==> src/rtl/gigatron_input_arbiter.sv <==
// gigatron_input_arbiter: shares the Gigatron serial input between joystick and a buffered keyboard stream.
// Define INPUT_SYNC_EN to add 2-flop synchronizers on famicom_latch/famicom_pulse.
module gigatron_input_arbiter #(
    parameter int DEPTH       = 8,
    parameter int HOLD_FRAMES = 2,
    parameter int GAP_FRAMES  = 1
) (
    input  logic                     clk_sys,
    input  logic                     reset_n,
    input  logic [7:0]               joystick,
    input  logic [7:0]               kbd_code,
    input  logic                     kbd_valid,
    output logic                     kbd_ready,
    input  logic                     ovf_clr,
    input  logic                     famicom_latch,
    input  logic                     famicom_pulse,
    output logic                     famicom_data,
    output logic [$clog2(DEPTH):0]   fifo_level,
    output logic                     overflow,
    output logic                     busy
);
    localparam int AW = $clog2(DEPTH);
    localparam logic [AW:0] L_FULL = (AW+1)'(DEPTH);

    typedef enum logic [1:0] {IDLE, KEY, GAP} state_t;

    state_t        r_state, w_state_nxt;
    logic [7:0]    r_cnt, w_cnt_nxt, r_key, r_shift, w_sel, w_key_rev, w_joy;
    logic [7:0]    r_mem [DEPTH];
    logic [AW-1:0] r_wr, r_rd;
    logic [AW:0]   r_level;
    logic          r_latch_d, r_pulse_d, r_ovf;
    logic          w_latch, w_pulse, w_frame, w_fall, w_full, w_empty, w_push, w_pop;

`ifdef INPUT_SYNC_EN
    logic [1:0] r_latch_sync, r_pulse_sync;
    always_ff @(posedge clk_sys or negedge reset_n) begin
        if (!reset_n) begin
            r_latch_sync <= 2'b00;
            r_pulse_sync <= 2'b00;
        end else begin
            r_latch_sync <= {r_latch_sync[0], famicom_latch};
            r_pulse_sync <= {r_pulse_sync[0], famicom_pulse};
        end
    end
    assign w_latch = r_latch_sync[1];
    assign w_pulse = r_pulse_sync[1];
`else
    assign w_latch = famicom_latch;
    assign w_pulse = famicom_pulse;
`endif

    // A frame is one latch falling edge; a shift is a pulse fall outside the latch window.
    assign w_frame = r_latch_d & ~w_latch;
    assign w_fall  = r_pulse_d & ~w_pulse & ~w_latch;

    assign w_full    = (r_level == L_FULL);
    assign w_empty   = (r_level == '0);
    assign w_push    = kbd_valid & ~w_full;
    assign kbd_ready = ~w_full;

    assign w_key_rev = {<<{r_key}};
    assign w_joy     = ~{joystick[0], joystick[1], joystick[2], joystick[3],
                         joystick[7], joystick[6], joystick[5], joystick[4]};
    assign w_sel     = (r_state == KEY) ? w_key_rev : (r_state == GAP) ? 8'hFF : w_joy;

    always_comb begin
        w_state_nxt = r_state;
        w_cnt_nxt   = r_cnt;
        w_pop       = 1'b0;
        case (r_state)
            IDLE: if (!w_empty && !w_latch) begin
                w_pop       = 1'b1;
                w_cnt_nxt   = 8'd0;
                w_state_nxt = KEY;
            end
            KEY: if (w_frame) begin
                w_cnt_nxt   = (r_cnt == 8'(HOLD_FRAMES - 1)) ? 8'd0 : r_cnt + 8'd1;
                w_state_nxt = (r_cnt == 8'(HOLD_FRAMES - 1)) ? GAP : KEY;
            end
            GAP: if (w_frame) begin
                if (r_cnt == 8'(GAP_FRAMES - 1)) begin
                    w_pop       = ~w_empty;
                    w_cnt_nxt   = 8'd0;
                    w_state_nxt = w_empty ? IDLE : KEY;
                end else begin
                    w_cnt_nxt = r_cnt + 8'd1;
                end
            end
            default: begin
                w_state_nxt = IDLE;
                w_cnt_nxt   = 8'd0;
            end
        endcase
    end

    always_ff @(posedge clk_sys or negedge reset_n) begin
        if (!reset_n) begin
            r_state   <= IDLE;
            r_cnt     <= 8'd0;
            r_key     <= 8'd0;
            r_shift   <= 8'hFF;
            r_latch_d <= 1'b0;
            r_pulse_d <= 1'b0;
        end else begin
            r_state   <= w_state_nxt;
            r_cnt     <= w_cnt_nxt;
            r_key     <= w_pop ? r_mem[r_rd] : r_key;
            r_shift   <= w_latch ? w_sel : w_fall ? {1'b1, r_shift[7:1]} : r_shift;
            r_latch_d <= w_latch;
            r_pulse_d <= w_pulse;
        end
    end

    always_ff @(posedge clk_sys) begin
        if (w_push)
            r_mem[r_wr] <= kbd_code;
    end

    always_ff @(posedge clk_sys or negedge reset_n) begin
        if (!reset_n) begin
            r_wr    <= '0;
            r_rd    <= '0;
            r_level <= '0;
            r_ovf   <= 1'b0;
        end else begin
            r_wr    <= r_wr + AW'(w_push);
            r_rd    <= r_rd + AW'(w_pop);
            r_level <= r_level + (AW+1)'(w_push) - (AW+1)'(w_pop);
            r_ovf   <= (kbd_valid & w_full) ? 1'b1 : ovf_clr ? 1'b0 : r_ovf;
        end
    end

    assign famicom_data = r_shift[0];
    assign fifo_level   = r_level;
    assign overflow     = r_ovf;
    assign busy         = (r_state != IDLE);
endmodule

==> config.mk <==
export PLATFORM = sky130hd
export DESIGN_NAME = gigatron_input_arbiter
export DESIGN_NICKNAME = d
export VERILOG_FILES = /design/src/rtl/gigatron_input_arbiter.sv
export SDC_FILE = /design/constraint.sdc
export NUM_CORES = 1
export LEC_CHECK = 0
export ABC_AREA = 1
export ABC_CLOCK_PERIOD_IN_PS = 4900
export BUFFER_PORTS_ARGS = -buffer_cell sky130_fd_sc_hd__buf_2
export CORE_MARGIN = 3
export CORE_UTILIZATION = 65
export DETAILED_ROUTE_END_ITERATION = 8
export PLACE_DENSITY = 0.84
export SYNTH_ARGS = -nofsm -noshare
export SYNTH_HDL_FRONTEND = slang
export SYNTH_SLANG_ARGS = --single-unit
export TNS_END_PERCENT = 20
==> constraint.sdc <==
create_clock -name clk_sys -period 4.9 [get_ports clk_sys]
set_clock_uncertainty 0.15 [all_clocks]
set_input_delay 0.49 -clock clk_sys [delete_from_list [all_inputs] [get_ports clk_sys]]
set_output_delay 0.49 -clock clk_sys [all_outputs]
set_load 0.05 [all_outputs]
[Word-level counts from Yosys, hierarchy flattened]
Memory sizes are Yosys's and may differ from the RTL's. A register that Yosys moved wholly into a read port is not among the register bits.
Cells that the tools add are included.
Operators by class
  add/subtract/negate cells: 5
  $mul: 0
  divide/modulo/power cells: 0
  $lt $le $gt $ge: 0
  eq/ne operators: 8
  shifts and indexed selects: 0
  muxes and demuxes: 25
  bitwise logic cells: 10
  reductions and logical operators: 12
Operators by type and width (number)
  2-to-1 mux 8 bit: 9
  case mux 8 bit (3 select lines): 1
  2-to-1 mux 2 bit: 5
  adder 8 x 1 -> 8 bit, second input constant: 1
  equality test 8 x 1 -> 1 bit, second input constant: 1
  zero test 8 bit: 1
  2-to-1 mux 1 bit: 8
  inverter 8 bit: 1
  adder 3 x 1 -> 3 bit: 2
  inequality test 2 bit, second input constant: 3
  case mux 2 bit (3 select lines): 1
  nonzero test 2 bit: 3
  AND 1 bit: 5
  adder 4 x 1 -> 4 bit: 1
  equality test 4 bit, second input constant: 1
  zero test 4 bit: 1
  inverter 1 bit: 4
  AND reduction 4 bit: 1
  subtractor 4 x 1 -> 4 bit: 1
  zero test 1 bit: 3
  AND reduction 3 bit: 1
  equality test 2 x 1 -> 1 bit, second input constant: 1
  equality test 2 bit, second input constant: 1
  zero test 2 bit: 1
  other kinds (3): 3
Storage, ports and cells
  flip-flop bits (word level): 31
  bits in latches: 0
  bits in writable memories: 64
  memory bits (read-only): 0
  bits of input ports: 22
  output and inout port bits: 8
  logic and storage cells: 70
  memories kept: 1
Memories
  r_mem: depth 8, bits a word 8, read ports 1, clocked after Yosys merged registers in 1, write ports 1, RTL line 29  | logic [7:0] r_mem [DEPTH];

[Longest topological paths before layout]
Gate-level depths: netlist of the first run.
  depth after elaboration: 6
  mapped depth: 12
  depth with buffers taken out: 12

[Worst setup path after synthesis of the first run]
Ideal clock, no wire load.
  path type: reg2reg
  from: reg r_level[2] (netlist: fifo_level[2])
  to: reg r_level[2] (netlist: fifo_level[2])
  library setup time: 123 ps
  arrival time: 2546 ps
  required time: 4627 ps
  slack: 2081 ps
  stages on the path, launching flop included: 11
  path buffers: 0
  period minus slack after synthesis: 2819 ps
  path through: dfrtp_1 > inv_1 > ha_1 > nand3_1 > nand2_1 > ha_1 > inv_1 > ha_1 > inv_1 > fa_1 > xnor2_1
On the way
  elaborated cells on any way between the ends: 13
  those cells by class: add/sub: 2; eq/ne: 1; mux: 4; bitwise: 3; reduce/logical: 3
RTL lines
  start, declared: RTL line 31  | logic [AW:0] r_level;
  start signal, assigned: RTL line 129  | r_level <= r_level + (AW+1)'(w_push) - (AW+1)'(w_pop);
  equality test 4 bit: RTL line 57  | assign w_full = (r_level == L_FULL);
  inverter 1 bit
  named net kbd_ready: RTL line 13  | output logic kbd_ready,
  AND 1 bit: RTL line 59  | assign w_push = kbd_valid & ~w_full;
  adder 4 x 1 -> 4 bit: RTL line 129
  subtractor 4 x 1 -> 4 bit: RTL line 129
The timed path passes the listed nets, and every way through them passes these cells.
A chain may end at the register's enable or synchronous reset.

[Worst setup path after layout of the first run]
  from: reg r_cnt[0]
  to: reg r_level[2] (netlist: fifo_level[2])
On the way
  word-level cells in the longest chain between the ends: 5
Ends and longest elaborated chain
  start, declared: RTL line 28  | logic [7:0] r_cnt, w_cnt_nxt, r_key, r_shift, w_sel, w_key_rev, w_joy;
  start signal, assigned: RTL line 107  | r_cnt <= w_cnt_nxt;
  zero test 8 bit: RTL line 82  | if (r_cnt == 8'(GAP_FRAMES - 1)) begin
  2-to-1 mux 1 bit: RTL line 82
  2-to-1 mux 1 bit: RTL line 81  | GAP: if (w_frame) begin
  case mux 1 bit (2 select lines): RTL line 71  | case (r_state)
  named net w_pop: RTL line 33  | logic w_latch, w_pulse, w_frame, w_fall, w_full, w_empty, w_push, w_pop;
  subtractor 4 x 1 -> 4 bit: RTL line 129
The timed path passes the listed nets, and every way through them passes these cells.

==> impl_results.md, run 1 <==
- Critical Path Start Type: register
- DP Worst Slack: 2.30 ns
- Finished Layout Cells: 628
- Post-synth cell types: 30
- Top Ports: 30
- Core area: 7020 um2
- Synth area leaders: edfxtp_1, dfrtp_1, nand2_1, nor2_1, ha_1
- Buf+Inv Stages, Crit Path: 3
- Reg power frac: 41.6%
- WL met2: 4580 um
- Number of synthesized flops with an enable pin: 64
- Hold WS: 0.0758 ns
- Synthesized cell area: 4870 um2
- CP top delay family: adder cells
- Top_reg_cell synth: edfxtp_1
- YS warnings: 0
- Seq/Total Area, Yosys: 59.7%
- GR Overflow Total: 0
- Wire length per cell: 14.6 um
- Crit path arrival time: 2.73 ns
- LEAKAGE: 2.30 nW
- Placer congestion estimate: 0.878
- Antenna Nets Post-Route: 0
- Flops & latches, synth: 103
- Detailed placer's ending HPWL: 6160 um
- Initial Util: 69.3%
- Post-Synthesis Cells: 502
- Most frequent cells in the layout: nand2_1, nor2_1, edfxtp_1, inv_1, dfrtp_1
- Outcome: complete, no violations
- Core Util, Final: 74.5%
- Maximum Capacitance Violations: 0
- Via count: 3,403
- Worst-Margin Slew: 0.961 ns
- Clk buf depth: 2
- H-Tree Depth: 3
- Largest net degree at the start of global routing: 40
- Tmin final: 2.62 ns
- Most common library cell in the layout ignoring fill and taps: nand2_1
- Critical path's largest stage delay: 0.44 ns
- Int Pwr: 1.81 mW
- Hold Violations, Final: 0
- Period utilization: 53.6%
- Vias/cell: 5.42
- Chip width: 92.5 um
- RSZ-0062 raised after global routing: no
- Switching part of the total power: 42.1%
- Antenna cells: 0
- First-pass GRT wire length: 15,200 um
- Resized Gates After CTS: 0
- Area growth from synthesis to layout: 7.48%
- Cell Count Post-Placement: 612
- Cts hold-fix bufs: 0
- Critical path capture point type: register
- Drt first pass iters: 5
- IO Port Bufs: 29
- Final Power: 3.13 mW
- Critical Path RT: 5.01 ns
- Synth top area share: 39.5%
- Initial antenna violation count: 0
- Fin nets: 567
- Leading area contributor after synthesis: edfxtp_1
- DR top layer: met4
- Routed wire length: 9190 um
- Final instance area: 5230 um2
- Share of layout cells above drive strength 1: 12.6%
- Worst path cell trace: inv_1 -> ha_1 -> nand3_4 -> nor2_4 -> nand4_4 -> nand2_4 -> ha_1 -> inv_1 -> ha_1 -> inv_1 -> fa_1 -> xnor2_1
- Clock tree sinks: 103
- Setup ws final: 2.28 ns
- Setup-failing EPs final: 0
- Maximum vdd drop: 0.000351 V
- Buffers inserted by post-CTS timing repair: 0
- Clk Latency, worst-skew pair: 0.37 ns
- WL met1: 3900 um
- # DRC: 0
- CP max stage cell: dfrtp_1
- Initial DRC Count: 268
- Max-slew violations: 0
- DP Area: 5010 um2
- Critical path class: register to register
- CTS Buf Count: 9
- Clk pwr share: 17.8%
- Net Count, Synth: 542
- Max Clk Rate: 381 MHz
- Crit Path Max Fanout: 10
- Clock slew at reported path FFs: 0.10 ns
- Syn Area/Cell: 9.70 um2
- Type of the most critical hold path: input port to asynchronous set/reset pin
- CTS tree: yes
- Global Route Usage Sum: 23.0%
- Cell Pwr Density: 599 nW/um2
- Comb pwr share: 40.6%
- Worst rel slew slack: 35.7%
- Full die area: 8560 um2
- TNS Setup: 0 ns
- Die Height: 92.5 um
- Row count: 30
- CTS Root Cell: clkbuf_8
- Switching power: 1.32 mW
- Vias in the first global route: 3,248
- Metal3 WL: 576 um
- Async SR Flop Fraction: 37.9%
==> per-layer routing <==
layer | GRT usage [%] | vias to the layer above
met4 | 7.18 | 0
li1 | - | 1697
met5 | 0 | -
met3 | 5.61 | 15
met1 | 29.5 | 1569
met2 | 38.8 | 122
==> final cells by class <==
type,count,area [um2]
tap,96,120
timing repair buffer,30,153
fill,482,1790
sequential,103,2910
multi-input combinational,340,1670
inverter,43,164
clock buffer,9,124
clock inverter,7,95.1
==> flip-flops by register name (all words and copies together) (netlist names) <==
| signal | count |
|---|---|
| r_pulse_d | 1 |
| r_shift | 8 |
| r_cnt | 8 |
| r_mem | 64 |
| r_key | 8 |
| fifo_level | 4 |
| r_wr | 3 |
| r_latch_d | 1 |
| r_state | 2 |
| overflow | 1 |
| r_rd | 3 |
==> synthesized netlist by cell type, types with 2 or more instances <==
library cell,count
nand3_1,28
edfxtp_1,64
dfstp_2,8
inv_2,5
buf_6,7
o21ai_1,28
a21oi_1,6
o22ai_1,2
inv_1,36
buf_4,2
o21ai_0,19
xor2_1,2
a211oi_1,6
dfrtp_1,31
nand2_1,118
buf_2,6
nand3_2,2
nor3_1,7
xnor2_1,2
ha_1,17
nor2_1,96
nor2_4,2
==> path summary, 6_finish.rpt <==
kind                               startpoint            end  slack (ns)  cells after the start
worst min-delay path                  reset_n        r_wr[1]        0.08                      1
worst max register to register       r_cnt[0]  fifo_level[2]        2.28                     12
worst min register to register     r_shift[1]     r_shift[1]        0.36                      2
worst max-delay path                 r_cnt[0]  fifo_level[2]        2.28                     12
min in group clk_sys            famicom_pulse      r_pulse_d        0.09                      1
max in group asynchronous             reset_n        r_rd[0]        3.98                      1
==> cell families after synthesis <==
kind of cell	Yosys count	synth area share, %
AND/OR/NAND/NOR	257	22.1
XOR/XNOR	4	0.720
buffers and inverters	59	5.99
flip-flops	103	59.7
adder cells (fa/ha/maj)	18	4.78
AO/OA/AOI/OAI	61	6.63
==> power by group through the flow <==
stage / logic (mW) / clock network (mW) / registers, mW
floorplan: 0.989 / 0 / 1.34
global placement: 1.22 / 0 / 1.31
detailed placement: 1.26 / 0 / 1.32
CTS: 1.27 / 0.570 / 1.30
global route: 1.43 / 0.610 / 1.33
finish: 1.27 / 0.558 / 1.30
==> worst register-to-register path: stages, from the launching register on <==
cell	delay, ns
dfrtp_1	0.44
inv_1	0.12
ha_1	0.20
nand3_4	0.09
nor2_4	0.14
nand4_4	0.16
nand2_4	0.18
ha_1	0.25
inv_1	0.06
ha_1	0.15
inv_1	0.05
fa_1	0.38
xnor2_1	0.14
Power figures use the tool's default switching activity.
==> run 2, diff against run 1 <==
--- a/config.mk
+++ b/config.mk
@@ -5,13 +5,13 @@
 export SDC_FILE = /design/constraint.sdc
 export NUM_CORES = 1
 export LEC_CHECK = 0
-export ABC_AREA = 1
-export ABC_CLOCK_PERIOD_IN_PS = 4900
+export ABC_AREA = 0
+export ABC_CLOCK_PERIOD_IN_PS = 2390
 export BUFFER_PORTS_ARGS = -buffer_cell sky130_fd_sc_hd__buf_2
 export CORE_MARGIN = 3
-export CORE_UTILIZATION = 65
+export CORE_UTILIZATION = 54
 export DETAILED_ROUTE_END_ITERATION = 8
-export PLACE_DENSITY = 0.84
+export PLACE_DENSITY = 0.75
 export SYNTH_ARGS = -nofsm -noshare
 export SYNTH_HDL_FRONTEND = slang
 export SYNTH_SLANG_ARGS = --single-unit
==> constraint.sdc (replaced) <==
create_clock -name clk_sys -period 2.39 [get_ports clk_sys]
set_clock_uncertainty 0.15 [all_clocks]
set_input_delay 0.239 -clock clk_sys [delete_from_list [all_inputs] [get_ports clk_sys]]
set_output_delay 0.239 -clock clk_sys [all_outputs]
set_load 0.05 [all_outputs]
==> run 2 against run 1 <==
- the flow now finishes with violations (negative setup slack)
- count of clock-buffer cells in the layout unchanged
- final cell count down 23%
- global-route usage down 4.3 points
- area after synthesis down 5.5%
- sequential power up 100%
- largest cell class unchanged
- highest routed layer unchanged
==> impl_results.md, run 2 <==
- Maximum vdd drop: 0.000579 V (+65%)
- Post-synth cell types: 48 (+60%)
- Wire length per cell: 17.6 um (+20%)
- Setup ws final: -0.104 ns (-2.38 ns)
- Core Util, Final: 65.5% (-9.1 points)
- Critical path's largest stage delay: 0.52 ns (+0.08 ns)
- Clock slew at reported path FFs: 0.10 ns (about the same)
- Number of synthesized flops with an enable pin: 64 (unchanged)
- Crit path from: r_cnt[5]
- Finished Layout Cells: 481 (-23%)
- Worst-Margin Slew: 0.493 ns (-0.468 ns)
- Detailed placer's ending HPWL: 5720 um (-7.3%)
- Seq/Total Area, Yosys: 63.2% (+3.5 points)
- LEAKAGE: 2.12 nW (-7.8%)
- Critical R2R Launch: r_cnt[5]
- Critical Path RT: 2.50 ns (-2.51 ns)
- Net Count, Synth: 337 (-38%)
- First-pass GRT wire length: 14,000 um (-7.9%)
- Full die area: 9660 um2 (+13%)
- IO Port Bufs: 29 (unchanged)
- Max-slew violations: 0 (unchanged)
- Hold Violations, Final: 0 (unchanged)
- Placer congestion estimate: 0.792 (-9.9%)
- CTS tree: yes
- CTS Buf Count: 9 (unchanged)
- Share of layout cells above drive strength 1: 32.7% (+20 points)
- Antenna cells: 0 (unchanged)
- # DRC: 0 (unchanged)
- Fill count: 596 (+24%)
- Critical Path Start Type: register
- Synthesized cell area: 4600 um2 (-5.5%)
- Cell Count Post-Placement: 452 (-26%)
- GR Overflow Total: 0 (unchanged)
- Worst hold start: joystick[6]
- CTS Root Cell: clkbuf_8
- Most frequent cells in the layout: edfxtp_1, buf_4, buf_2, dfrtp_1, nand2_1
- Antenna Nets Post-Route: 0 (unchanged)
- Leading area contributor after synthesis: edfxtp_1
- Initial antenna violation count: 0 (unchanged)
- RSZ-0062 raised after global routing: yes
- Critical path class: register to register
- Area growth from synthesis to layout: 17.6%
- Final instance area: 5410 um2 (+3.3%)
- Largest register FFs: 64 (unchanged)
- Via count: 2,705 (-21%)
- Top Ports: 30 (unchanged)
- Max Clk Rate: 401 MHz (+5.3%)
- Post-synth top cells: edfxtp_1, dfrtp_1, nand2_1, ha_1
- DP Area: 5070 um2 (+1.2%)
- Async SR Flop Fraction: 37.9% (unchanged)
- Hold WS: 0.0239 ns (-0.0519 ns)
- Initial Util: 55.7% (-14 points)
- Chip width: 98.3 um (+6.2%)
- Most common library cell in the layout ignoring fill and taps: edfxtp_1
- Cell mode on critical path: inv_2
- Crit path arrival time: 2.61 ns (-0.12 ns)
- Routed wire length: 8460 um (-7.9%)
- Syn Area/Cell: 15.5 um2 (+60%)
- Failing checks: negative setup slack
- Cell Pwr Density: 1130 nW/um2 (+89%)
- Clk Latency, worst-skew pair: 0.36 ns (about the same)
- Drt first pass iters: 4 (-1)
- Buf+Inv Stages, Crit Path: 3 (unchanged)
- Fin nets: 412 (-27%)
- Synth area leaders: edfxtp_1, dfrtp_1, mux4_1, ha_1, dfstp_2
- Die Height: 98.3 um (+6.2%)
- Reg with most FFs: r_mem
- Tmin final: 2.49 ns (-0.131 ns)
- Largest net degree at the start of global routing: 20 (-50%)
- Setup-failing EPs final: 3 (+3)
- Critical path capture point type: register
- YS warnings: 0 (unchanged)
- Top_reg_cell synth: edfxtp_1
- Core area: 8260 um2 (+18%)
- Vias in the first global route: 2,735 (-16%)
- Clock tree sinks: 103 (unchanged)
- Period utilization: 104% (+51 points)
- Outcome: finished with violations
- Flops & latches, synth: 103 (unchanged)
- H-Tree Depth: 3 (unchanged)
- Row count: 33 (+10%)
- Worst path cell trace: nor4_4 -> nand4_2 -> a221oi_4 -> ha_1 -> inv_1 -> ha_2 -> inv_2 -> fa_2 -> inv_2
- Post-Synthesis Cells: 297 (-41%)
- Maximum Capacitance Violations: 0 (unchanged)
- Clk buf depth: 2 (unchanged)
- Most frequent cell after synthesis: edfxtp_1
- Type of the most critical hold path: input port to register
- CP max stage cell: fa_2
- Global Route Usage Sum: 18.7% (-4.3 points)
- Vias/cell: 5.62 (+3.8%)
- Initial DRC Count: 126 (-53%)
- Synth top area share: 41.8% (+2.3 points)
- CP top delay family: adder cells
- Worst rel slew slack: 67.0% (+31 points)
- Crit Path Max Fanout: 2 (-8)
run 2: cell types whose count changed after synthesis, sizes merged, moves of 26 or more:
cell	before	now
o21ai	47	16
nand2	119	23
inv	42	16
nor2	98	12
nand3	31	5
run 2: cell type report:
type	instances	area [um2]	share of cell area, %
inverters	17	63.8	1.18
flip-flops and latches	103	2910	53.9
repair buffers	74	528	9.77
well taps	105	131	2.43
clock buffers	9	124	2.29
multi-input cells	167	1600	29.5
clock inverters	6	51.3	0.949
run 2: kinds of logic after synthesis:
kind of cell,after synthesis,synth area share (%)
buffers and inverters,27,2.75
multiplexers,39,14.3
adder cells (fa/ha/maj),18,5.06
XOR/XNOR,4,0.762
AO/OA/AOI/OAI,48,7.62
AND/OR/NAND/NOR,58,6.31
flip-flops,103,63.2
run 2: power breakdown:
group / switching [mW] / internal (mW)
Combinational: 1.36 / 1.13
Clock: 0.602 / 0.392
Sequential: 0.251 / 2.39
Total: 2.21 / 3.91
run 2: worst paths after layout:
path	end	slack [ns]	cells past startpoint
max	fifo_level[1]	-0.10	9
min	r_shift[2]	0.02	4
max reg2reg	fifo_level[1]	-0.10	9
min reg2reg	r_key[4]	0.37	1
max in group asynchronous	r_shift[7]	1.37	3
min in group asynchronous	r_key[4]	0.14	2
run 2: through the flow:
step	setup TNS (ns)	setup WS, ns	power, mW
after floorplan	-0.909	-0.318	4.35
after global placement	-0.0248	-0.0135	5.04
after detailed placement	-0.146	-0.0699	5.11
after CTS	-0.277	-0.110	6.14
after global routing	-0.490	-0.211	6.51
final	-0.131	-0.104	6.12
run 2: tightest hold or removal path: stages:
cell and delay [ns]:
buf_2 0.07, nand2_1 0.04, o211ai_1 0.07, o21ai_0 0.10
run 2: routing by layer:
layer | wire length, um | up-vias | track usage [%]
met5 | 0 | - | 0
met4 | 135 | 0 | 4.62
met3 | 308 | 18 | 4.93
met2 | 4230 | 60 | 30.8
met1 | 3780 | 1333 | 25.2
li1 | - | 1294 | -
run 2: timing repair:
action | CTS | global route
buffers inserted | 1 | 0
hold buffers | 13 | 0
hold endpoints to repair | 102 | 0
gates resized for setup | 2 | 6
setup endpoints to repair | 3 | 3
pin swaps | 3 | 4
==> run 3, diff against run 2 <==
--- a/config.mk
+++ b/config.mk
@@ -12,6 +12,7 @@
 export CORE_UTILIZATION = 54
 export DETAILED_ROUTE_END_ITERATION = 8
 export PLACE_DENSITY = 0.75
+export RECOVER_POWER = 50
 export SYNTH_ARGS = -nofsm -noshare
 export SYNTH_HDL_FRONTEND = slang
 export SYNTH_SLANG_ARGS = --single-unit
==> run 3 against run 2 <==
- the run still ends with negative setup slack left
- sequential power about the same
- worst setup slack is essentially flat
- combinational power barely moved
- global-route usage unchanged
- die area stayed put
- critical path type unchanged
- highest routed layer unchanged
==> impl_results.md, run 3 (synthesis gave the netlist of run 2 again) <==
- Initial Util: 55.7% (unchanged)
- GR Overflow Total: 0 (unchanged)
- Reg power frac: 43.2% (about the same)
- CP max stage cell: fa_2
- Critical path class: register to register
- Critical Path Start Type: register
- Most common library cell in the layout ignoring fill and taps: edfxtp_1
- Clock tree sinks: 103 (unchanged)
- Chip width: 98.3 um (unchanged)
- First-pass GRT wire length: 14,000 um (unchanged)
- Vias in the first global route: 2,735 (unchanged)
- Critical Path RT: 2.50 ns (about the same)
- Hold Violations, Final: 0 (unchanged)
- Global Route Usage Sum: 18.7% (unchanged)
- IO Port Bufs: 29 (unchanged)
- CTS Buf Count: 9 (unchanged)
- Int Pwr: 3.91 mW (about the same)
- H-Tree Depth: 3 (unchanged)
- Hold depth: 4 (unchanged)
- Critical path capture point type: register
- Clk Latency, worst-skew pair: 0.36 ns (about the same)
- Switching part of the total power: 36.1% (about the same)
- Row count: 33 (unchanged)
- Max-slew violations: 0 (unchanged)
- Antenna Nets Post-Route: 0 (unchanged)
- Tmin final: 2.49 ns (+0.000275 ns)
- Switching power: 2.21 mW (about the same)
- Clk buf depth: 2 (unchanged)
- Initial DRC Count: 123 (-2.4%)
- Routed wire length: 8460 um (about the same)
- TNS Setup: -0.131 ns (-0.000450 ns)
- Wire length per cell: 17.6 um (about the same)
- Clock slew at reported path FFs: 0.10 ns (about the same)
- CTS Root Cell: clkbuf_8
- Cell Pwr Density: 1140 nW/um2 (+0.33%)
- Worst rel slew slack: 36.5% (-31 points)
- Via count: 2,714 (+0.33%)
- Max Clk Rate: 401 MHz (about the same)
- Worst R2R Path Depth: 9 (unchanged)
- Clk pwr share: 16.2% (about the same)
- Setup-failing EPs final: 3 (unchanged)
- Core area: 8260 um2 (unchanged)
- Setup ws final: -0.104 ns (-0.000275 ns)
- Maximum vdd drop: 0.000578 V (-0.17%)
- Outcome: finished with violations
- Placer congestion estimate: 0.792 (unchanged)
- Vias/cell: 5.64 (+0.33%)
- Hold WS: 0.0237 ns (-0.000252 ns)
- Area growth from synthesis to layout: 17.1%
- LEAKAGE: 2.09 nW (-1.6%)
- CTS tree: yes
- Crit Path Max Fanout: 2 (unchanged)
- Type of the most critical hold path: input port to register
- Worst path cell trace: nor4_4 -> nand4_2 -> a221oi_4 -> ha_1 -> inv_1 -> ha_2 -> inv_2 -> fa_2 -> inv_2
- Maximum Capacitance Violations: 0 (unchanged)
- Fill count: 601 (+0.84%)
- Largest register FFs: 64 (unchanged)
- RSZ-0062 raised after global routing: yes
- Largest net degree at the start of global routing: 20 (unchanged)
- Failing checks: negative setup slack
- Period utilization: 104% (about the same)
- Drt first pass iters: 4 (unchanged)
- Reg with most FFs: r_mem
- Fin nets: 412 (unchanged)
- Full die area: 9660 um2 (unchanged)
- Die Height: 98.3 um (unchanged)
- Comb pwr share: 40.6% (about the same)
- Cell mode on critical path: inv_2
- Share of layout cells above drive strength 1: 29.5% (-3.2 points)
- Critical path's largest stage delay: 0.52 ns (about the same)
- Worst-Margin Slew: 0.953 ns (+0.460 ns)
- Initial antenna violation count: 0 (unchanged)
- Detailed placer's ending HPWL: 5720 um (unchanged)
- Antenna cells: 0 (unchanged)
- Most frequent cells in the layout: edfxtp_1, buf_4, dfrtp_1, nand2_1, buf_2
- Crit path arrival time: 2.61 ns (about the same)
- # DRC: 0 (unchanged)
- Top Ports: 30 (unchanged)
## run 3: cell types whose count changed in the layout (fill, tap and decap cells not counted)
cell / change
clkbuf_1: +12
buf_2: -10
buf_4: -2
## run 3: critical path, delay by kind of cell (launching register included)
family          cells  cell delay (ns)
fa+ha+maj           3             0.96
simple gates        2             0.47
flops               1             0.44
compound gates      1             0.26
buf+inv             3             0.13
## run 3: routing by layer
metal | track usage, % | routed length [um] | vias up
met5 | 0 | 0 | -
met4 | 4.62 | 133 | 0
met3 | 4.93 | 309 | 18
met2 | 30.8 | 4250 | 60
met1 | 25.2 | 3770 | 1344
li1 | - | - | 1292
## run 3: metrics by stage
stage | util, % | power (mW) | setup slack [ns] | cells | area (um2)
after floorplan | - | 4.35 | -0.318 | 297 | 4610
after global placement | 61.4 | 5.04 | -0.0135 | 452 | 5070
after detailed placement | 61.4 | 5.11 | -0.0699 | 452 | 5070
after CTS | 65.3 | 6.14 | -0.110 | 481 | 5390
after global routing | 65.2 | 6.50 | -0.211 | 481 | 5390
final | 65.2 | 6.12 | -0.104 | 481 | 5390
## run 3: power by group through the flow
stage	Sequential (mW)	Clock (mW)	Combinational (mW)
6_report	2.64	0.994	2.48
5_1_grt	2.69	1.10	2.71
4_1_cts	2.64	1.02	2.48
3_5_place_dp	2.68	0	2.44
3_3_place_gp	2.65	0	2.39
2_1_floorplan	2.76	0	1.59
## run 3: area by class of cell
type | instances | area (um2) | area share (%)
clock buffers | 9 | 124 | 2.30
clock inverters | 6 | 51.3 | 0.952
inverters | 17 | 63.8 | 1.18
multi-input cells | 167 | 1600 | 29.6
flip-flops and latches | 103 | 2910 | 54.1
well taps | 105 | 131 | 2.44
repair buffers | 74 | 508 | 9.43
## run 3: what timing repair did
action,4_1_cts,5_1_grt
cloned,0,0
pin swaps,3,4
gates resized for setup,2,6
hold buffers,13,0
hold endpoints to repair,102,0
buffers inserted,1,0
endpoints found under the setup margin,3,3
## run 3: final timing paths
path	end	startpoint	slack, ns
max in group asynchronous	fifo_level[2]	reset_n	0.48
max	fifo_level[1]	r_cnt[5]	-0.10
max reg2reg	fifo_level[1]	r_cnt[5]	-0.10
min in group asynchronous	r_key[4]	reset_n	0.27
min	r_shift[2]	joystick[6]	0.02
min reg2reg	r_key[4]	r_key[4]	0.37
